File: src/rtl/cache_pkg.sv
// Shared types and constants for the cache block-fill controller.
// A block is 8 halfword-aligned 16-bit words, so its byte offset is 4 bits.
package cache_pkg;

    typedef enum logic [1:0] {
        IDLE = 2'd0,
        FILL = 2'd1,
        META = 2'd2
    } fill_state_t;

    localparam int WORDS_PER_BLOCK   = 8;
    localparam int BLOCK_OFFSET_BITS = 4;

    // Byte address of word idx inside the block at base (16-bit wrap).
    function automatic logic [15:0] word_addr(input logic [15:0] base, input logic [3:0] idx);
        return base + {11'd0, idx, 1'b0};
    endfunction

endpackage

File: src/rtl/word_counter.sv
// 4-bit word counter with synchronous clear and enable.
// It stops at WORDS_PER_BLOCK so a stray enable can never run past the block.
module word_counter
    import cache_pkg::*;
(
    input  logic       clk,
    input  logic       rst,
    input  logic       clr,
    input  logic       en,
    output logic [3:0] count
);

    localparam logic [3:0] SAT = 4'(WORDS_PER_BLOCK);

    // Count register: reset/clear to zero, saturating increment.
    always_ff @(posedge clk) begin
        if (rst) begin
            count <= 4'd0;
        end else if (clr) begin
            count <= 4'd0;
        end else if (en && (count < SAT)) begin
            count <= count + 4'd1;
        end else begin
            count <= count;
        end
    end

endmodule

File: src/rtl/cache_fill_fsm.sv
// Cache miss fill controller: issues 8 word reads for the missing block,
// writes each returned word into the data array, then writes the tag.
module cache_fill_fsm
    import cache_pkg::*;
(
    input  logic        clk,
    input  logic        rst,
    input  logic        miss_detected,
    input  logic [15:0] miss_address,
    input  logic [15:0] memory_data,
    input  logic        memory_data_valid,
    output logic        fsm_busy,
    output logic        memory_read_en,
    output logic [15:0] memory_address,
    output logic        write_data_array,
    output logic        write_tag_array,
    output logic [15:0] cache_address,
    output logic [15:0] cache_data
);

    localparam logic [3:0] LAST_WORD = 4'(WORDS_PER_BLOCK - 1);
    localparam logic [3:0] ALL_WORDS = 4'(WORDS_PER_BLOCK);

    fill_state_t state_r;
    fill_state_t state_next_s;
    logic [15:0] base_r;
    logic [3:0]  issue_count_s;
    logic [3:0]  recv_count_s;
    logic        start_s;
    logic        issue_en_s;
    logic        recv_en_s;

    word_counter u_issue_counter (
        .clk   (clk),
        .rst   (rst),
        .clr   (start_s),
        .en    (issue_en_s),
        .count (issue_count_s)
    );

    word_counter u_recv_counter (
        .clk   (clk),
        .rst   (rst),
        .clr   (start_s),
        .en    (recv_en_s),
        .count (recv_count_s)
    );

    // State and block base registers.
    always_ff @(posedge clk) begin
        if (rst) begin
            state_r <= IDLE;
            base_r  <= 16'h0000;
        end else begin
            state_r <= state_next_s;
            if (start_s) begin
                base_r <= {miss_address[15:BLOCK_OFFSET_BITS], {BLOCK_OFFSET_BITS{1'b0}}};
            end else begin
                base_r <= base_r;
            end
        end
    end

    // Next-state and outputs; returns are written the same cycle they arrive.
    always_comb begin
        state_next_s     = state_r;
        start_s          = 1'b0;
        issue_en_s       = 1'b0;
        recv_en_s        = 1'b0;
        fsm_busy         = 1'b0;
        memory_read_en   = 1'b0;
        memory_address   = 16'h0000;
        write_data_array = 1'b0;
        write_tag_array  = 1'b0;
        cache_address    = 16'h0000;
        cache_data       = 16'h0000;
        case (state_r)
            IDLE: begin
                if (miss_detected) begin
                    start_s      = 1'b1;
                    state_next_s = FILL;
                end else begin
                    state_next_s = IDLE;
                end
            end
            FILL: begin
                fsm_busy = 1'b1;
                if (issue_count_s < ALL_WORDS) begin
                    memory_read_en = 1'b1;
                    memory_address = word_addr(base_r, issue_count_s);
                    issue_en_s     = 1'b1;
                end else begin
                    memory_read_en = 1'b0;
                end
                if (memory_data_valid) begin
                    write_data_array = 1'b1;
                    cache_data       = memory_data;
                    cache_address    = word_addr(base_r, recv_count_s);
                    recv_en_s        = 1'b1;
                    state_next_s     = (recv_count_s == LAST_WORD) ? META : FILL;
                end else begin
                    state_next_s = FILL;
                end
            end
            META: begin
                fsm_busy        = 1'b1;
                write_tag_array = 1'b1;
                cache_address   = base_r;
                state_next_s    = IDLE;
            end
            default: begin
                state_next_s = IDLE;
            end
        endcase
    end

endmodule

File: config.mk
export PLATFORM = sky130hd
export DESIGN_NAME = cache_fill_fsm
export DESIGN_NICKNAME = d
export VERILOG_FILES = /design/src/rtl/cache_pkg.sv /design/src/rtl/word_counter.sv /design/src/rtl/cache_fill_fsm.sv
export SDC_FILE = /design/constraint.sdc
export NUM_CORES = 1
export LEC_CHECK = 0
export ABC_AREA = 1
export BUFFER_PORTS_ARGS = -buffer_cell sky130_fd_sc_hd__buf_2
export CAP_MARGIN = 20
export CORE_ASPECT_RATIO = 1.1
export CORE_MARGIN = 4
export CORE_UTILIZATION = 45
export DETAILED_ROUTE_END_ITERATION = 8
export GPL_ROUTABILITY_DRIVEN = 0
export PLACE_DENSITY_LB_ADDON = 0.08
export SYNTH_ARGS = -nofsm -noshare
export SYNTH_HDL_FRONTEND = slang
export SYNTH_SLANG_ARGS = --single-unit
File: constraint.sdc
create_clock -name clk -period 2.85 [get_ports clk]
set_input_delay 0.1425 -clock clk [delete_from_list [all_inputs] [get_ports clk]]
set_output_delay 0.1425 -clock clk [all_outputs]
set_load 0.05 [all_outputs]
# Word level (Yosys, flattened, before mapping)
# Index checks and enable logic that the tools add are counted.
# word_totals
word_cells	36
register_bits	22
inputBits	36
out_inout_bits	52
# classes
add_sub_neg	4
reduce_logical	5
eq_ne	3
n_mux	18
magnitude_cmp	2
# op_table
cell	n
$mux W16	5
$add A16 B5 Y16	2
$pmux W16 S2	1
$mux W1	9
$add A4 B1 Y4 const B	2
$lt A4 B4 Y1 const B	2
$eq A4 B3 Y1 const B	1
$mux W2	2
$pmux W2 S2	1
$reduce_or A2 Y1	2
$eq A2 B1 Y1 const B	1
$eq A2 B2 Y1 const B	1
$logic_and A1 B1 Y1	2
$logic_not A2 Y1	1

# Depth between registers and ports, before layout
# depth
ltp_word	4
ltp_mapped	8
depth_no_buf	8

# Cells and area by module
# Synthesis repeated with hierarchy kept, for this count alone.
# unflattened
hier_cells	303
area_unflattened_um2	1793.0
# by_module_without_submodules
module	cells_per_inst	area_per_inst_um2	n_inst
cache_fill_fsm	247	1410.1	1
word_counter	28	191.4	2

# Worst setup path before layout
# OpenSTA, ideal clock, no wires.
# synth_path
path_type	register -> output
start	register state_r[0]
end	output port cache_address[1]
path_buffers	0
t_arrival_ns	2.497
path_stages_with_launch	5
t_required_ns	2.707
slack_ns	0.211
path_cell_list	dfxtp_1 -> inv_1 -> ha_1 -> clkinv_1 -> nor3_1
# synth_between
elab_chain_len	2
# synth_lines
element	line_no	rtl
start, declared	cache_fill_fsm.sv:24	fill_state_t state_r;
start signal, assigned	cache_fill_fsm.sv:55	state_r <= state_next_s;
$eq A2 B2 Y1 or $eq A2 B1 Y1 (tied branches)	cache_fill_fsm.sv:77	case (state_r)
$pmux W16 S2 (*)	cache_fill_fsm.sv:77	
end, declared	cache_fill_fsm.sv:17	output logic [15:0] cache_address,
# Every way passes the cells marked *; elsewhere a longest branch is shown, timed or not.

# Worst setup path in the final report
# layout_path
start	register state_r[1]
end	output port cache_address[14]
# Same word-level chain as after synthesis.

==> impl_metrics.env <==
export IMPL_floorplan_core_area_sq_mm=0.00336
export IMPL_totalNegativeSetupSlack_ps=0
export IMPL_timing_critical_path_from_type="flip-flop"
export IMPL_unrepaired_setup_endpoints_after_global_routing="false"
export IMPL_worstSetupStartpoint="state_r[1]$_SDFF_PP0_"
export IMPL_postCtsSetupRepairBufs=0
export IMPL_start_util_pct=47.2
export IMPL_count_of_final_setup_violators=0
export IMPL_maximum_achievable_frequency_ghz=0.431
export IMPL_largest_net_degree_at_the_start_of_global_routing=26
export IMPL_synth_enable_flop_cells=0
export IMPL_drt_drc_violations_left=0
export IMPL_drive_above_1_share_pct=28.9
export IMPL_detailroute_via_count=1845
export IMPL_area_sequential_sq_um=440
export IMPL_wl_mm=4.40
export IMPL_numCtsBuffers=3
export IMPL_ctsHoldBuffers=0
export IMPL_fp_dieH_um=70.3
export IMPL_drt_pass1_iter_count=4
export IMPL_number_of_global_route_vias_before_repair=1627
export IMPL_critical_path_at_ps=2180
export IMPL_timing_final_crit_share_pct=81.4
export IMPL_post_synth_instance_area_sq_mm=0.00159
export IMPL_die_x_um=64.6
export IMPL_yosysTopAreaCell="sky130_fd_sc_hd__dfxtp_1"
export IMPL_ys_seq_area_share_pct=27.8
export IMPL_hold_path_class="primary input to flip-flop"
export IMPL_final_cell_count_no_fill=387
export IMPL_postSynthRegisterBits=22
export IMPL_clock_sinks=22
export IMPL_cts_resized=0
export IMPL_std_cell_rows=22
export IMPL_grt_first_pass_wirelength_mm=7.28
export IMPL_place_port_buffers=81
export IMPL_endpoint_kind="output pin"
export IMPL_syn_to_final_growth_pct=29.3
export IMPL_critical_path_required_ps=2710
export IMPL_num_antenna_cells=0
export IMPL_timing_setup_critical_path_class="flip-flop to output pin"
export IMPL_cts_tree="done"
export IMPL_antenna_left=0
export IMPL_clock_tree_buffer_depth=2
export IMPL_critical_path_max_fanout=24
export IMPL_ys_warn_count=0
export IMPL_num_nets_final=383
export IMPL_worstSkewPairLatency_ps=320
export IMPL_timing_hold_worst_start="miss_address[8]"
export IMPL_synth_top_cell_area_share_pct=27.8
export IMPL_grt_antenna_before_repair=0
export IMPL_finalCriticalPeriod_ps=2320
export IMPL_drv_cap=0
export IMPL_yosys_top_cells_count="56 x sky130_fd_sc_hd__nor2_1, 48 x sky130_fd_sc_hd__nand2_1, 42 x sky130_fd_sc_hd__inv_1, 22 x sky130_fd_sc_hd__a21oi_1, 22 x sky130_fd_sc_hd__dfxtp_1"
export IMPL_postSynthAreaPerCell_sq_um=6.01
export IMPL_io_pins=88
export IMPL_report_final_slew_viol_count=0
export IMPL_yosysMostFrequentCell="sky130_fd_sc_hd__nor2_1"
export IMPL_placed_cells_incl_taps=383
export IMPL_layout_filler_cells=382
export IMPL_dr_first_iter_drc_count=82
export IMPL_ctsHtreeMaxLevel=1
export IMPL_final_hold_viol_count=0
export IMPL_multiInputGateArea_sq_um=916
export IMPL_path_clk_slew_ps=140
export IMPL_fin_skew_ps=8.30
export IMPL_p_leak_nw=1.10
export IMPL_outcome="completed"
export IMPL_cellPowerDensity_mw_per_mm2=399
export IMPL_post_dp_hpwl_mm=3.36
export IMPL_synth_area_leaders="sky130_fd_sc_hd__dfxtp_1 28%, sky130_fd_sc_hd__nor2_1 13%, sky130_fd_sc_hd__nand2_1 11%"
export IMPL_yosys_cell_types_count=25
export IMPL_die_area_sq_mm=0.00454
export IMPL_worst_r2r_startpoint="state_r[1]$_SDFF_PP0_"
export IMPL_globalRouteOverflowTotal=0
export IMPL_grt_usage_pct=19.8
export IMPL_wl_per_cell_um=11.4
export IMPL_cts_root_buffer_cell="sky130_fd_sc_hd__clkbuf_4"
export IMPL_synth_async_reset_ratio_pct=0
export IMPL_yosys_most_used_dff="sky130_fd_sc_hd__dfxtp_1"
export IMPL_detail_route_vias_per_cell=4.77
export IMPL_worst_ir_drop_vdd_v=0.000276
export IMPL_syn_inst=264
-- per-layer routing --
layer  share of wire [%]  vias up  GRT usage (%)
li1                    -      968              -
met1                  44      814           25.3
met2                  47       61           32.9
met3                 8.0        2           5.14
met4                0.61        0           4.69
met5                   0        -              0
-- cell type report --
| class | count | area share [%] |
|---|---|---|
| repair buffers | 82 | 20.1 |
| clock buffers | 3 | 1.10 |
| well taps | 48 | 2.93 |
| clock inverters | 1 | 1.46 |
| inverters | 45 | 8.24 |
| flip-flops and latches | 22 | 21.5 |
| multi-input cells | 186 | 44.7 |
-- cells in the final DEF (no fill, tap or decap) --
master and count:
sky130_fd_sc_hd__a211oi_1 12, sky130_fd_sc_hd__a21oi_1 22, sky130_fd_sc_hd__a21oi_2 1, sky130_fd_sc_hd__buf_2 81
sky130_fd_sc_hd__buf_4 1, sky130_fd_sc_hd__bufinv_16 1, sky130_fd_sc_hd__clkbuf_4 3, sky130_fd_sc_hd__clkinv_1 1
sky130_fd_sc_hd__conb_1 2, sky130_fd_sc_hd__dfxtp_1 22, sky130_fd_sc_hd__ha_1 7, sky130_fd_sc_hd__inv_1 42
sky130_fd_sc_hd__inv_2 2, sky130_fd_sc_hd__nand2_1 48, sky130_fd_sc_hd__nand2_2 3, sky130_fd_sc_hd__nand3_1 11
sky130_fd_sc_hd__nand3b_2 1, sky130_fd_sc_hd__nand4_1 3, sky130_fd_sc_hd__nor2_1 56, sky130_fd_sc_hd__nor2_2 3
sky130_fd_sc_hd__nor2_4 2, sky130_fd_sc_hd__nor3_1 4, sky130_fd_sc_hd__o21ai_0 9, sky130_fd_sc_hd__o21ai_1 1
sky130_fd_sc_hd__or2_1 1
-- power breakdown --
group          internal, mW  total [mW]  switching (mW)
clock                 0.142       0.247           0.105
combinational        0.0607       0.226           0.166
sequential            0.326       0.345          0.0188
-- registers in the layout, indices dropped and copies added, names as in the netlist --
| register | count |
|---|---|
| u_recv_counter.count | 4 |
| u_issue_counter.count | 4 |
| state_r | 2 |
| base_r | 12 |
-- worst max-delay path: stages (launching register included) --
cell and delay, ps:
sky130_fd_sc_hd__dfxtp_1 340, sky130_fd_sc_hd__inv_1 70, sky130_fd_sc_hd__ha_1 240, sky130_fd_sc_hd__nand2_2 300, sky130_fd_sc_hd__inv_2 310, sky130_fd_sc_hd__nand2_1 80, sky130_fd_sc_hd__nand2_1 60, sky130_fd_sc_hd__a21oi_1 40
sky130_fd_sc_hd__nor2_1 130, sky130_fd_sc_hd__buf_2 280
-- worst paths after layout --
check                                           to  slack (ps)  cells after the start
max                              cache_address[14]         530                      9
min                         base_r[8]$_SDFFE_PP0P_          60                      3
max reg2reg   u_recv_counter.count[3]$_SDFFE_PP0P_        1160                      6
min reg2reg  u_issue_counter.count[1]$_SDFFE_PP0P_         490                      2
-- logic make-up (layout without fill, tap and decap cells) --
group / count (synthesis) / count (layout) / synth area share [%]
AO/OA/AOI/OAI: 45 / 45 / 16.3
AND/OR/NAND/NOR: 132 / 132 / 35.4
other: 1 / 2 / 0.236
buffers and inverters: 57 / 131 / 14.7
adder cells (fa/ha/maj): 7 / 7 / 5.52
flip-flops: 22 / 22 / 27.8
-- metrics by stage --
step	hold WS, ps	instance area, sq um	setup slack, ps	power, mW	util, %
floorplan	286	1590	211	0.520	-
global placement	397	2000	932	0.576	59.5
detailed placement	403	2000	935	0.578	59.5
CTS	59.6	2050	549	0.824	61.1
global route	65.2	2050	362	0.861	61.1
finish	59.3	2050	530	0.818	61.1
Power figures use the tool's default switching activity.
